$ cat config.mk
export PLATFORM = sky130hd
export DESIGN_NAME = ct_width_down
export DESIGN_NICKNAME = d
export VERILOG_FILES = /design/src/rtl/ct_width_down_pkg.sv /design/src/rtl/ct_width_down.sv
export SDC_FILE = /design/constraint.sdc
export NUM_CORES = 1
export LEC_CHECK = 0
export CORE_ASPECT_RATIO = 1.75
export CORE_MARGIN = 3
export CORE_UTILIZATION = 29
export DETAILED_ROUTE_END_ITERATION = 8
export GPL_TIMING_DRIVEN = 0
export HOLD_SLACK_MARGIN = 0.02
export REMOVE_ABC_BUFFERS = 1
export SYNTH_ARGS = -nofsm -noshare
export SYNTH_HDL_FRONTEND = slang
export SYNTH_SLANG_ARGS = --single-unit
$ cat constraint.sdc
create_clock -name rdclk -period 22.3 [get_ports rdclk]
set_clock_uncertainty 0.1 [all_clocks]
set_input_delay 4.46 -clock rdclk [delete_from_list [all_inputs] [get_ports rdclk]]
set_output_delay 4.46 -clock rdclk [all_outputs]
set_load 0.02 [all_outputs]
$ cat src/rtl/ct_width_down_pkg.sv
// Shared helpers for the ct width-conversion blocks: counter sizing and
// elaboration-time legality of the width ratio.
package ct_width_down_pkg;

    function automatic int unsigned clog2(input int unsigned v);
        int unsigned r;
        r = 0;
        while ((32'd1 << r) < v) begin
            r = r + 1;
        end
        return r;
    endfunction

    // Ratio must be a power of two in 2..16 and divide the input word evenly.
    function automatic bit ratio_ok(input int unsigned ratio, input int unsigned in_width);
        return (ratio >= 2) && (ratio <= 16) && ((ratio & (ratio - 1)) == 0)
            && ((in_width % ratio) == 0);
    endfunction

endpackage

$ cat src/rtl/ct_width_down.sv
// Width down-converter: splits each upstream word into RATIO little-endian
// beats, with short final words on eop and zero-bubble reload.
module ct_width_down
    import ct_width_down_pkg::*;
#(
    parameter  int IN_WIDTH  = 256,
    parameter  int RATIO     = 4,
    localparam int OUT_WIDTH = IN_WIDTH / RATIO,
    localparam int CNT_W     = int'(clog2(RATIO))
) (
    input  logic                 rdclk,
    input  logic                 arst,
    input  logic [IN_WIDTH-1:0]  i_data,
    input  logic                 i_valid,
    input  logic                 i_eop,
    input  logic [CNT_W-1:0]     i_last_beats,
    output logic                 o_ready,
    output logic [OUT_WIDTH-1:0] o_data,
    output logic                 o_valid,
    output logic                 o_eop,
    input  logic                 i_ready
);

    if (!ratio_ok(RATIO, IN_WIDTH)) begin : g_bad_ratio
        $error("ct_width_down: RATIO must be a power of two in 2..16 dividing IN_WIDTH");
    end

    localparam logic [CNT_W-1:0] FULL_END = CNT_W'(RATIO - 1);

    logic                busy;
    logic [CNT_W-1:0]    cnt;
    logic [CNT_W-1:0]    end_idx;
    logic                held_eop;
    logic [IN_WIDTH-1:0] held;

    logic last_beat;
    logic take;
    logic accept;

    assign last_beat = busy && (cnt == end_idx);
    assign take      = busy && i_ready;
    // Reload is allowed in the same cycle the final beat leaves, so a new
    // word's beat 0 follows the old word's last beat with no gap.
    assign o_ready   = !busy || (take && last_beat);
    assign accept    = i_valid && o_ready;

    always_ff @(posedge rdclk or posedge arst) begin
        if (arst) begin
            busy     <= 1'b0;
            cnt      <= '0;
            end_idx  <= '0;
            held_eop <= 1'b0;
            held     <= '0;
        end else if (accept) begin
            busy     <= 1'b1;
            cnt      <= '0;
            end_idx  <= i_eop ? i_last_beats : FULL_END;
            held_eop <= i_eop;
            held     <= i_data;
        end else if (take) begin
            if (last_beat) begin
                busy <= 1'b0;
                cnt  <= '0;
            end else begin
                cnt <= cnt + 1'b1;
            end
        end
    end

    assign o_valid = busy;
    assign o_eop   = held_eop && last_beat;

    always_comb begin
        o_data = '0;
        for (int unsigned k = 0; k < RATIO; k++) begin
            if (cnt == CNT_W'(k)) begin
                o_data = held[k*OUT_WIDTH +: OUT_WIDTH];
            end
        end
    end

endmodule

==> results of run 1 <==
==> per-stage QoR <==
step	instance area, sq um	utilization
floorplan	18620	-
global placement	23030	0.3405
detailed placement	24690	0.3651
CTS	25750	0.3808
global route	25800	0.3815
finish	25810	0.3816
==> cell families after synthesis <==
logic type | Yosys count | synth area share
simple gates | 987 | 0.2779
compound gates | 778 | 0.2994
buf+inv | 455 | 0.08765
flops | 262 | 0.3304
xor+xnor | 4 | 0.002144
fa+ha+maj | 4 | 0.002522
==> worst max-delay path by stage <==
| stage | cells past startpoint | endpoint | from | slack [ps] |
|---|---|---|---|---|
| 2_1_floorplan | 3 | o_ready | cnt[0] | 6410 |
| 3_3_place_gp | 3 | end_idx[1] | o_valid | -9750 |
| 3_5_place_dp | 4 | o_ready | i_ready | 11800 |
| 4_1_cts | 4 | o_ready | i_ready | 11800 |
| 5_1_grt | 4 | o_ready | i_ready | 11710 |
| 6_report | 4 | o_ready | i_ready | 11810 |
==> layout make-up <==
| cell class | instances | area, sq um | area share |
|---|---|---|---|
| sequential | 262 | 6560 | 0.2542 |
| tap | 896 | 1121 | 0.04343 |
| timing repair buffer | 404 | 4823 | 0.1869 |
| antenna | 23 | 57.56 | 0.002230 |
| clock buffer | 46 | 922.1 | 0.03573 |
| multi-input combinational | 1773 | 11660 | 0.4516 |
| inverter | 137 | 531.8 | 0.02060 |
| clock inverter | 11 | 137.6 | 0.005332 |
==> layout by cell type, fill, tap and decap left out, types with 129 or more instances in the layout <==
cell               n
a21oi_1          129
and3_1           133
clkdlybuf4s50_1  327
dfrtp_1          261
inv_1            134
nand2_1          201
nand3_1          259
nand3b_1         132
o211ai_1         137
o21ai_0          185
o221a_2          132
==> power breakdown <==
part	leakage [nW]	switching (mW)	internal, mW	total (mW)
Combinational	7.47	1.58	1.14	2.72
Sequential	2.42	0.147	0.672	0.819
Clock	0.528	0.232	0.319	0.551
Total	10.4	1.96	2.13	4.09
==> sequential cells by signal (all words and copies together) (netlist names) <==
register,count
held_eop,1
cnt,2
held,256
end_idx,2
o_valid,1
==> per-layer routing <==
metal / vias to the layer above / global-route usage / wire (um)
li1: 9804 / - / -
met1: 10810 / 0.2667 / 32580
met2: 992 / 0.3565 / 38960
met3: 186 / 0.03366 / 5686
met4: 8 / 0.1029 / 3086
met5: - / 0 / 58
==> critical path, stage by stage <==
cell and delay, ps:
buf_8 540, nand3_1 190, nand2_1 120, clkdlybuf4s50_1 600
==> results_dict.tcl, run 1 <==
set metrics [dict create \
    yosysTopAreaCell "dfrtp_1" \
    fmax_ghz 0.09536 \
    rows 126 \
    cts.repair.resized 0 \
    whs_ps 449.9 \
    drive_gt1_frac 0.1044 \
    cp.arrival_ps 5930 \
    coreArea_sq_um 67630 \
    numCtsBuffers 31 \
    hold_buffers 0 \
    hold_end "held_eop" \
    wl_per_cell_um 22.62 \
    grt_pass1_wl_um 125200 \
    drtIter0Drc 2163 \
    synthArstFlopShare 1.000 \
    io_buffers 329 \
    hold_depth 2 \
    ctsHtreeMaxLevel 1 \
    yosys-top-cells-count "clkbuf_1 (283), dfrtp_1 (262), nand3_1 (259), nand2_1 (201), o21ai_0 (185)" \
    hold_viol 0 \
    reg2reg_from "cnt[0]" \
    clkLatencyLatePin_ps 600 \
    total_leakage_power_nw 10.42 \
    stdcell_count 3552 \
    hpwl_um 51030 \
    hold_class "reg -> reg" \
    netlist_instances 2490 \
    syn_to_final_growth_pct 30.08 \
    netlist_top_cells_area "dfrtp_1 (33%), o221a_2 (7.5%), nand3_1 (6.5%)" \
    synth_enable_flop_cells 0 \
    tightest_slew_ps 955.3 \
    setup_viol 0 \
    period_needed_ps 10490 \
    syn_area_sq_um 19840 \
    finalCritPeriodShare 0.4702 \
    clkTransAtPathRegs_ps 60 \
    fin_setup_tns_ps 0 \
    routed_wl_um 80360 \
    dp.cells 3472 \
    rsz0062_at_grt "no" \
    timing.rr.end "held[0]" \
    ios 330 \
    ys_warn_count 0 \
    synth.top_cell.area_share 0.3304 \
    synth_seq_area_share 0.3304 \
    cts-root-buf "clkbuf_16" \
    end_kind "output pin" \
    fin_total_pwr_mw 4.090 \
    r2r_slack_ps 19230 \
    antenna_found_initial 27 \
    die_h_um 352.0 \
    pre_cts_slack_ps 11800 \
    ant_nets 0 \
    powerDensity_nw_per_um2 158.5 \
    worst-endpoint-required_ps 17740 \
    status "finished, final reports clean" \
    grt-ovfl-total 0 \
    track_usage 0.2132 \
    crit_type "in -> out" \
    nets 2876 \
    path_max_fanout 133 \
    die_area_sq_um 71720 \
    post_cts_buffers 0 \
    cts_tree "built" \
    first_global_vias 21760 \
    drcViolationCount 0 \
    die_x_um 203.7 \
    maxSlewHeadroom 0.3631 \
    min_from "held_eop" \
    avgSynthCellArea_sq_um 7.969 \
    synth_most_common_cell "clkbuf_1" \
    max-vdd-ir-drop_v 0.0001001 \
    reg2regPathDepth 10 \
    clock_path_buffers 3 \
    ys_ff_latch 262 \
    layout_setup_ws_ps 11810 \
    first_pass_iters 7 \
    drv_cap 0 \
    start_util 0.2934 \
    fill_cells 6721 \
    viasPerCell 6.137 \
    synth.distinct_cells 34 \
    slew_viol_final 0 \
    critPathLaunchType "input port" \
    finalWeightedCongestion 0.7783 \
    grt_max_degree 178 \
    routed-via-count 21800 \
    clock-sinks 262 \
    synth_flop_cell "dfrtp_1" \
]
Note: power is estimated with default switching activity, not from simulation.
==> run 2, diff against run 1 <==
==> constraint.sdc (replaced) <==
create_clock -name rdclk -period 9.2 [get_ports rdclk]
set_clock_uncertainty 0.1 [all_clocks]
set_input_delay 1.84 -clock rdclk [delete_from_list [all_inputs] [get_ports rdclk]]
set_output_delay 1.84 -clock rdclk [all_outputs]
set_load 0.02 [all_outputs]
==> results of run 2 <==
The final DEF is identical to that of run 1. Status: finished, final reports clean.
Among the figures that moved: setup slack after placement 11800 ps -> 3944 ps; setup slack after layout 11810 ps -> 3416 ps; start point of the critical path i_ready -> cnt[0]; end point of the critical path o_ready -> o_data[26]; register-to-register setup slack 19230 ps -> 6130 ps; total power 4.090 mW -> 9.913 mW; worst IR drop on VDD 0.0001001 V -> 0.0002426 V
